File: src/rtl/mac_pkg.sv
// Shared constants for the MAC bank and its sequencer: lane geometry, datapath widths,
// and the sequencer state encoding.
package mac_pkg;

   localparam int LANES        = 8;
   localparam int PIPE_LAT_DEF = 4;
   localparam int DATA_W       = 8;
   localparam int ACC_W        = 24;
   localparam int OUT_W        = 8;

   typedef enum logic [2:0] {
      IDLE  = 3'd0,
      ISSUE = 3'd1,
      DRAIN = 3'd2,
      WRITE = 3'd3,
      FIN   = 3'd4
   } seqState_t;

endpackage

File: src/rtl/mac_bank_seq_if.sv
// Control/buffer bus between the MAC-bank sequencer (master) and its environment (slave).
interface mac_bank_seq_if #(
   parameter int GRP_W  = 6,
   parameter int CO_W   = 8,
   parameter int PIX_W  = 12,
   parameter int ADDR_W = 16
);
   logic              start_i;
   logic [GRP_W-1:0]  cfg_grp_i;
   logic [CO_W-1:0]   cfg_co_i;
   logic [PIX_W-1:0]  cfg_pix_i;
   logic              busy_o;
   logic              done_o;
   logic              din_rd_o;
   logic [ADDR_W-1:0] din_addr_o;
   logic              wgt_rd_o;
   logic [ADDR_W-1:0] wgt_addr_o;
   logic              mac_vld_o;
   logic              mac_first_o;
   logic              mac_last_o;
   logic              out_vld_o;
   logic              out_rdy_i;
   logic [ADDR_W-1:0] out_addr_o;

   modport master (
      input  start_i, cfg_grp_i, cfg_co_i, cfg_pix_i, out_rdy_i,
      output busy_o, done_o, din_rd_o, din_addr_o, wgt_rd_o, wgt_addr_o,
             mac_vld_o, mac_first_o, mac_last_o, out_vld_o, out_addr_o
   );

   modport slave (
      output start_i, cfg_grp_i, cfg_co_i, cfg_pix_i, out_rdy_i,
      input  busy_o, done_o, din_rd_o, din_addr_o, wgt_rd_o, wgt_addr_o,
             mac_vld_o, mac_first_o, mac_last_o, out_vld_o, out_addr_o
   );
endinterface

File: src/rtl/mac_loop_cnt.sv
// Nested grp/co/pix wrap counters with running address bases, so buffer addresses
// are formed by addition only.
module mac_loop_cnt #(
   parameter int GRP_W  = 6,
   parameter int CO_W   = 8,
   parameter int PIX_W  = 12,
   parameter int ADDR_W = 16
) (
   input  logic              clk,
   input  logic              rstn,
   input  logic              load,
   input  logic [GRP_W-1:0]  cfgGrp,
   input  logic [CO_W-1:0]   cfgCo,
   input  logic [PIX_W-1:0]  cfgPix,
   input  logic              stepGrp,
   input  logic              stepOut,
   output logic              grpFirst,
   output logic              grpLast,
   output logic              lastOut,
   output logic [ADDR_W-1:0] dinAddr,
   output logic [ADDR_W-1:0] wgtAddr,
   output logic [ADDR_W-1:0] outAddr
);

   logic [GRP_W-1:0]  grpNReg, grpReg;
   logic [CO_W-1:0]   coNReg, coReg;
   logic [PIX_W-1:0]  pixNReg, pixReg;
   logic [ADDR_W-1:0] dinBaseReg, wgtBaseReg, outAddrReg;
   logic [ADDR_W-1:0] grpStep;
   logic              coLast, pixLast;

   assign grpStep  = ADDR_W'(grpNReg);
   assign grpFirst = (grpReg == '0);
   assign grpLast  = (grpReg == grpNReg - GRP_W'(1));
   assign coLast   = (coReg == coNReg - CO_W'(1));
   assign pixLast  = (pixReg == pixNReg - PIX_W'(1));
   assign lastOut  = coLast & pixLast;

   assign dinAddr = dinBaseReg + ADDR_W'(grpReg);
   assign wgtAddr = wgtBaseReg + ADDR_W'(grpReg);
   assign outAddr = outAddrReg;

   always_ff @(posedge clk or negedge rstn) begin
      if (!rstn) begin
         grpNReg    <= '0;
         coNReg     <= '0;
         pixNReg    <= '0;
         grpReg     <= '0;
         coReg      <= '0;
         pixReg     <= '0;
         dinBaseReg <= '0;
         wgtBaseReg <= '0;
         outAddrReg <= '0;
      end else if (load) begin
         grpNReg    <= cfgGrp;
         coNReg     <= cfgCo;
         pixNReg    <= cfgPix;
         grpReg     <= '0;
         coReg      <= '0;
         pixReg     <= '0;
         dinBaseReg <= '0;
         wgtBaseReg <= '0;
         outAddrReg <= '0;
      end else begin
         if (stepGrp) begin
            grpReg <= grpLast ? '0 : grpReg + 1'b1;
         end
         // Filter is the inner loop: its weight base restarts for every new pixel.
         if (stepOut) begin
            outAddrReg <= outAddrReg + 1'b1;
            if (coLast) begin
               coReg      <= '0;
               wgtBaseReg <= '0;
               pixReg     <= pixReg + 1'b1;
               dinBaseReg <= dinBaseReg + grpStep;
            end else begin
               coReg      <= coReg + 1'b1;
               wgtBaseReg <= wgtBaseReg + grpStep;
            end
         end
      end
   end

endmodule

File: src/rtl/mac_bank_seq.sv
// Sequencer for the 8-lane MAC bank: issues buffer reads per output, waits out the
// MAC + adder-tree pipeline, then hands each result to the output buffer.
module mac_bank_seq
   import mac_pkg::*;
#(
   parameter int PIPE_LAT = PIPE_LAT_DEF,
   parameter int GRP_W    = 6,
   parameter int CO_W     = 8,
   parameter int PIX_W    = 12,
   parameter int ADDR_W   = 16
) (
   input logic           clk,
   input logic           rstn,
   mac_bank_seq_if.master bus
);

   localparam int DR_W = $clog2(PIPE_LAT + 1) + 1;

   seqState_t         stateReg, stateNext;
   logic [DR_W-1:0]   drainCntReg;
   logic              macVldReg, macFirstReg, macLastReg, doneReg;
   logic              load, stepGrp, stepOut, issueRd, cfgZero;
   logic              grpFirst, grpLast, lastOut;
   logic [ADDR_W-1:0] dinAddr, wgtAddr, outAddr;

   assign cfgZero = (bus.cfg_grp_i == '0) | (bus.cfg_co_i == '0) | (bus.cfg_pix_i == '0);
   assign issueRd = (stateReg == ISSUE);

   mac_loop_cnt #(
      .GRP_W (GRP_W),
      .CO_W  (CO_W),
      .PIX_W (PIX_W),
      .ADDR_W(ADDR_W)
   ) loopCnt (
      .clk     (clk),
      .rstn    (rstn),
      .load    (load),
      .cfgGrp  (bus.cfg_grp_i),
      .cfgCo   (bus.cfg_co_i),
      .cfgPix  (bus.cfg_pix_i),
      .stepGrp (stepGrp),
      .stepOut (stepOut),
      .grpFirst(grpFirst),
      .grpLast (grpLast),
      .lastOut (lastOut),
      .dinAddr (dinAddr),
      .wgtAddr (wgtAddr),
      .outAddr (outAddr)
   );

   always_comb begin
      stateNext = stateReg;
      load      = 1'b0;
      stepGrp   = 1'b0;
      stepOut   = 1'b0;
      case (stateReg)
         IDLE: begin
            if (bus.start_i) begin
               load      = 1'b1;
               stateNext = cfgZero ? FIN : ISSUE;
            end
         end
         ISSUE: begin
            stepGrp = 1'b1;
            if (grpLast) stateNext = DRAIN;
         end
         // Drain counts the mac_last cycle itself, so WRITE lands PIPE_LAT+1 cycles later.
         DRAIN: begin
            if (drainCntReg == DR_W'(PIPE_LAT)) stateNext = WRITE;
         end
         WRITE: begin
            if (bus.out_rdy_i) begin
               stepOut   = 1'b1;
               stateNext = lastOut ? FIN : ISSUE;
            end
         end
         FIN:     stateNext = IDLE;
         default: stateNext = IDLE;
      endcase
   end

   always_ff @(posedge clk or negedge rstn) begin
      if (!rstn) begin
         stateReg    <= IDLE;
         drainCntReg <= '0;
         macVldReg   <= 1'b0;
         macFirstReg <= 1'b0;
         macLastReg  <= 1'b0;
         doneReg     <= 1'b0;
      end else begin
         stateReg    <= stateNext;
         drainCntReg <= (stateReg == DRAIN) ? drainCntReg + 1'b1 : '0;
         macVldReg   <= issueRd;
         macFirstReg <= issueRd & grpFirst;
         macLastReg  <= issueRd & grpLast;
         doneReg     <= (stateReg == FIN);
      end
   end

   assign bus.busy_o      = (stateReg != IDLE);
   assign bus.done_o      = doneReg;
   assign bus.din_rd_o    = issueRd;
   assign bus.wgt_rd_o    = issueRd;
   assign bus.din_addr_o  = dinAddr;
   assign bus.wgt_addr_o  = wgtAddr;
   assign bus.mac_vld_o   = macVldReg;
   assign bus.mac_first_o = macFirstReg;
   assign bus.mac_last_o  = macLastReg;
   assign bus.out_vld_o   = (stateReg == WRITE);
   assign bus.out_addr_o  = outAddr;

endmodule

File: src/flat_wrapper.sv
// flat-port wrapper written by rule: the top's interface ports become plain ports
module mac_bank_seq_flat import mac_pkg::*;
#(
   parameter int PIPE_LAT = PIPE_LAT_DEF,
   parameter int GRP_W    = 6,
   parameter int CO_W     = 8,
   parameter int PIX_W    = 12,
   parameter int ADDR_W   = 16
)
  (clk, rstn, bus_start_i, bus_cfg_grp_i, bus_cfg_co_i, bus_cfg_pix_i, bus_out_rdy_i, bus_busy_o, bus_done_o, bus_din_rd_o, bus_din_addr_o, bus_wgt_rd_o, bus_wgt_addr_o, bus_mac_vld_o, bus_mac_first_o, bus_mac_last_o, bus_out_vld_o, bus_out_addr_o);
  mac_bank_seq_if #(.GRP_W(GRP_W), .CO_W(CO_W), .PIX_W(PIX_W), .ADDR_W(ADDR_W)) bus_i ();
  input logic clk;
  input logic rstn;
  input wire logic [$bits(bus_i.start_i)-1:0] bus_start_i;
  input wire logic [$bits(bus_i.cfg_grp_i)-1:0] bus_cfg_grp_i;
  input wire logic [$bits(bus_i.cfg_co_i)-1:0] bus_cfg_co_i;
  input wire logic [$bits(bus_i.cfg_pix_i)-1:0] bus_cfg_pix_i;
  input wire logic [$bits(bus_i.out_rdy_i)-1:0] bus_out_rdy_i;
  output wire logic [$bits(bus_i.busy_o)-1:0] bus_busy_o;
  output wire logic [$bits(bus_i.done_o)-1:0] bus_done_o;
  output wire logic [$bits(bus_i.din_rd_o)-1:0] bus_din_rd_o;
  output wire logic [$bits(bus_i.din_addr_o)-1:0] bus_din_addr_o;
  output wire logic [$bits(bus_i.wgt_rd_o)-1:0] bus_wgt_rd_o;
  output wire logic [$bits(bus_i.wgt_addr_o)-1:0] bus_wgt_addr_o;
  output wire logic [$bits(bus_i.mac_vld_o)-1:0] bus_mac_vld_o;
  output wire logic [$bits(bus_i.mac_first_o)-1:0] bus_mac_first_o;
  output wire logic [$bits(bus_i.mac_last_o)-1:0] bus_mac_last_o;
  output wire logic [$bits(bus_i.out_vld_o)-1:0] bus_out_vld_o;
  output wire logic [$bits(bus_i.out_addr_o)-1:0] bus_out_addr_o;
  assign bus_i.start_i = bus_start_i;
  assign bus_i.cfg_grp_i = bus_cfg_grp_i;
  assign bus_i.cfg_co_i = bus_cfg_co_i;
  assign bus_i.cfg_pix_i = bus_cfg_pix_i;
  assign bus_i.out_rdy_i = bus_out_rdy_i;
  assign bus_busy_o = bus_i.busy_o;
  assign bus_done_o = bus_i.done_o;
  assign bus_din_rd_o = bus_i.din_rd_o;
  assign bus_din_addr_o = bus_i.din_addr_o;
  assign bus_wgt_rd_o = bus_i.wgt_rd_o;
  assign bus_wgt_addr_o = bus_i.wgt_addr_o;
  assign bus_mac_vld_o = bus_i.mac_vld_o;
  assign bus_mac_first_o = bus_i.mac_first_o;
  assign bus_mac_last_o = bus_i.mac_last_o;
  assign bus_out_vld_o = bus_i.out_vld_o;
  assign bus_out_addr_o = bus_i.out_addr_o;
  mac_bank_seq #(.PIPE_LAT(PIPE_LAT), .GRP_W(GRP_W), .CO_W(CO_W), .PIX_W(PIX_W), .ADDR_W(ADDR_W)) u_core (.clk(clk), .rstn(rstn), .bus(bus_i));
endmodule
File: config.mk
export PLATFORM = sky130hd
export DESIGN_NAME = mac_bank_seq_flat
export DESIGN_NICKNAME = d
export VERILOG_FILES = /design/src/rtl/mac_pkg.sv /design/src/rtl/mac_bank_seq_if.sv /design/src/rtl/mac_loop_cnt.sv /design/src/rtl/mac_bank_seq.sv /design/src/flat_wrapper.sv
export SDC_FILE = /design/constraint.sdc
export NUM_CORES = 1
export LEC_CHECK = 0
export BUFFER_PORTS_ARGS = -buffer_cell sky130_fd_sc_hd__buf_2
export CAP_MARGIN = 25
export CORE_MARGIN = 2
export CORE_UTILIZATION = 40
export DETAILED_ROUTE_END_ITERATION = 7
export PLACE_DENSITY = 0.66
export SLEW_MARGIN = 20
export SYNTH_ARGS = -nofsm -noshare
export SYNTH_HDL_FRONTEND = slang
export SYNTH_SLANG_ARGS = --single-unit
File: constraint.sdc
create_clock -name clk -period 7.3 [get_ports clk]
set_input_delay 1.46 -clock clk [delete_from_list [all_inputs] [get_ports clk]]
set_output_delay 1.46 -clock clk [all_outputs]
set_load 0.05 [all_outputs]
==> out/results.txt <==
Result of the run -> complete, no violations
Routed len/inst -> 14.9 microns
Initial Util -> 0.409
Routability congestion estimate from global placement -> 0.860
Clock sink count -> 111
Vias/cell -> 5.30
Worst path depth -> 11
Max-slew violation total from the final report -> 0
Num rows -> 48
Core Area -> 0.0173 sq mm
Total die area -> 0.0188 sq mm
Combined global-route utilization of all metal layers -> 0.185
Final Hold Viols -> 0
Inserted Diodes -> 0
Worst path top cell family by delay -> compound AO/OA/AOI/OAI gates
Final period utilization -> 0.613
Number of global-route vias before repair -> 5545
Longest individual stage delay on the worst path -> 470 ps
Total power draw -> 2.65 mW
Category of the most critical setup path -> register to output port
Clk slew on worst S/H paths -> 80 ps
Die Wd -> 137 microns
Worst path required time -> 5840 ps
Final critical path time including I/O delays and setup -> 4480 ps
Antenna violations before repair -> 0
CTS tree -> built
Number of clock buffers inserted by TritonCTS -> 9
Leakage dissipation -> 3.85 nW
Worst reg2reg setup slack -> 3830 ps
Synthesized Nets -> 863
Hold bufs inserted after CTS -> 0
DRC violation total after the first TritonRoute iteration -> 344
Worst slew slack as a fraction of its limit -> 0.393
Critical-path top delay cell -> sky130_fd_sc_hd__dfrtp_1
WHS Path Cells -> 1
Bufs on Longest Clock Path -> 2
Category of the worst setup path capture point -> output port
Async set-reset flop share out of synthesis -> 1.00
CP Cell Sequence -> ha_1, inv_1, fa_1, nor2b_1, o21ai_0, a21boi_0, o21a_1, o211ai_1, nor3_1, xor2_1, buf_2
Summed negative setup slack over all endpoints -> 0 ps
Antenna-violating nets left -> 0
Setup repair after global routing missed its margin -> no
Startpoint types -> register
Cell Pwr Density -> 331 mW/mm^2
Remaining Overflow, GRT -> 0
DRT Pass-1 Iters -> 4
Largest driver fanout on the critical path -> 7
Synthesized cell area -> 0.00708 sq mm
Number of storage elements in the synthesis netlist -> 111
Tightest Hold Check Type -> register to register
Post-synthesis sequential area ratio -> 0.392
Distinct cells, synth -> 65
Final Net Count -> 936
Combined buffer and inverter count along the critical path -> 2
Placed cell count -> 1082
Cells on worst reg2reg path -> 9
DIE HEIGHT -> 137 microns
Post-cts gate resize count -> 0
Data arrival, critical path -> 3020 ps
Worst r2r src -> u_core.loopCnt.coNReg[0]
DR vias -> 5824
Clk root buf -> sky130_fd_sc_hd__clkbuf_16
FILL cells -> 1703
Clock insertion delay at the later pin of the skew report -> 360 ps
Deepest level of the CTS H-tree -> 3
Remaining DRCs -> 0
Number of enable flip-flop cells after synthesis -> 0
Layout cell share with drive strength beyond 1 -> 0.142
Slew at the pin closest to its max-slew limit -> 910 ps
Final worst hold slack -> 503 ps
Standard cell area after detailed placement -> 0.00770 sq mm
Pin count of the biggest net entering global routing -> 72
Peak supply drop -> 0.000266 V
Post-detailed-placement half-perimeter wirelength -> 11.8 mm
Global-route wire length before repair -> 27.8 mm
Final count of negative-setup-slack endpoints -> 0
Worst Clk Skew -> 11.6 ps
Dominant register cell in the synthesized netlist -> sky130_fd_sc_hd__dfrtp_1
Post-CTS setup-driven buffer insertion count -> 0
Synth Area per Inst -> 8.90 sq um
Ports placed on the boundary -> 86
Achievable clock frequency -> 223 MHz
# port buffers -> 85
Number of violations of the max-capacitance limit -> 0
Final instance area -> 0.00801 sq mm
Detailed Route WL -> 16.4 mm
Number of warning messages in the yosys log -> 0
Launch point of the worst hold path -> u_core.drainCntReg[0]
Final cell count without fillers -> 1098
Area Overhead vs Synth -> 13.2%
Instance count of the mapped netlist -> 795
Critical Path Source -> u_core.loopCnt.grpReg[0]
-- placed cells by master (no fill, tap or decap), drive strengths merged, types with 5 or more instances in the layout --
master,instances
a31oi,6
o21a,6
nor2,74
nand4,16
xor2,45
ha,34
nand3,35
a21o,9
clkbuf,10
nor4,8
o21ai,33
nand2,123
nor3b,6
and2,7
o31ai,6
dfrtp,111
nor2b,7
nor3,19
or3,9
a211oi,5
buf,90
inv,32
or4,15
o211ai,14
and3,9
xnor2,53
a21oi,27
nand2b,8
-- cells in the mapped netlist, types with 3 or more instances --
master	count	area (sq um)
sky130_fd_sc_hd__o21a_1	6	45.0
sky130_fd_sc_hd__dfrtp_1	111	2780
sky130_fd_sc_hd__and3_1	9	56.3
sky130_fd_sc_hd__xor2_1	45	394
sky130_fd_sc_hd__a21boi_0	3	22.5
sky130_fd_sc_hd__or3_1	8	50.1
sky130_fd_sc_hd__a21oi_1	25	125
sky130_fd_sc_hd__nor2b_1	7	43.8
sky130_fd_sc_hd__xnor2_1	53	464
sky130_fd_sc_hd__mux2i_1	4	40.0
sky130_fd_sc_hd__a22o_1	3	26.3
sky130_fd_sc_hd__nand2_1	123	462
sky130_fd_sc_hd__nor3b_1	6	45.0
sky130_fd_sc_hd__ha_1	34	425
sky130_fd_sc_hd__buf_2	3	15.0
sky130_fd_sc_hd__nand4_1	16	100
sky130_fd_sc_hd__or4_1	14	105
sky130_fd_sc_hd__o21ai_0	33	165
sky130_fd_sc_hd__and2_1	6	37.5
sky130_fd_sc_hd__o21bai_1	3	22.5
sky130_fd_sc_hd__a21o_1	8	60.1
sky130_fd_sc_hd__nand3_1	33	165
sky130_fd_sc_hd__inv_1	31	116
sky130_fd_sc_hd__nor4b_1	4	35.0
sky130_fd_sc_hd__a211oi_1	5	37.5
sky130_fd_sc_hd__o31ai_1	6	45.0
sky130_fd_sc_hd__and4_1	4	35.0
sky130_fd_sc_hd__nor4_1	8	50.1
sky130_fd_sc_hd__nor2_1	74	278
sky130_fd_sc_hd__nor3_1	19	95.1
sky130_fd_sc_hd__a31oi_1	6	37.5
sky130_fd_sc_hd__fa_1	4	80.1
sky130_fd_sc_hd__clkbuf_1	21	78.8
sky130_fd_sc_hd__o211ai_1	14	105
sky130_fd_sc_hd__nand2b_1	8	50.1
-- layout make-up --
cell class              instances  area [sq um]  area share
clock buffers                  10           239      0.0298
clock inverters                 6          67.6     0.00843
inverters                      31           116      0.0145
multi-input cells             625          4060       0.507
flip-flops and latches        111          2780       0.347
well taps                     225           282      0.0351
repair buffers                 90           465      0.0581
-- cell families after synthesis --
logic type | synth area share
AND/OR/NAND/NOR | 0.249
AO/OA/AOI/OAI | 0.126
flip-flops | 0.392
XOR/XNOR | 0.121
buffers and inverters | 0.0345
adder cells (fa/ha/maj) | 0.0714
multiplexers | 0.00566
-- final timing paths --
path | to
max | bus_din_addr_o[12]
min | u_core.drainCntReg[0]
max reg2reg | u_core.loopCnt.dinBaseReg[15]
min reg2reg | u_core.drainCntReg[0]
max in group asynchronous | u_core.loopCnt.pixNReg[1]
min in group asynchronous | u_core.loopCnt.outAddr[5]
-- layer usage --
metal	wire length (microns)	GRT usage
met2	7700	0.289
met1	7990	0.264
met3	522	0.0356
met4	187	0.0435
met5	0	0
-- worst register-to-register path: stages, from the launching register on --
cell and delay [ps]:
sky130_fd_sc_hd__dfrtp_1 410, sky130_fd_sc_hd__inv_1 90, sky130_fd_sc_hd__ha_1 220, sky130_fd_sc_hd__nor3b_1 280, sky130_fd_sc_hd__nand2_1 100, sky130_fd_sc_hd__xnor2_1 170
sky130_fd_sc_hd__a2111oi_4 460, sky130_fd_sc_hd__nand3_2 760, sky130_fd_sc_hd__or4_1 770, sky130_fd_sc_hd__a21oi_1 150
-- per-stage QoR --
step / utilization / setup slack, ps
finish: 0.463 / 2820
global route: 0.463 / 2550
CTS: 0.463 / 2790
detailed placement: 0.445 / 3190
global placement: 0.445 / 3210
floorplan: - / 3070
-- where the power goes --
group	leakage, nW	internal [mW]	switching (mW)
combinational	2.20	0.427	0.797
sequential	1.50	0.731	0.183
clock	0.145	0.277	0.236
-- state kept, by name (all words and copies together), names as in the netlist --
signal,flops
u_core.loopCnt.wgtBaseReg,16
u_core.loopCnt.pixNReg,12
u_core.bus.mac_last_o,1
u_core.loopCnt.pixReg,12
u_core.loopCnt.grpNReg,6
u_core.loopCnt.dinBaseReg,16
u_core.bus.mac_vld_o,1
u_core.stateReg,3
u_core.loopCnt.coNReg,8
u_core.loopCnt.outAddr,16
u_core.bus.done_o,1
u_core.drainCntReg,4
u_core.bus.mac_first_o,1
u_core.loopCnt.coReg,8
u_core.loopCnt.grpReg,6
(Power assumes the default switching activity.)
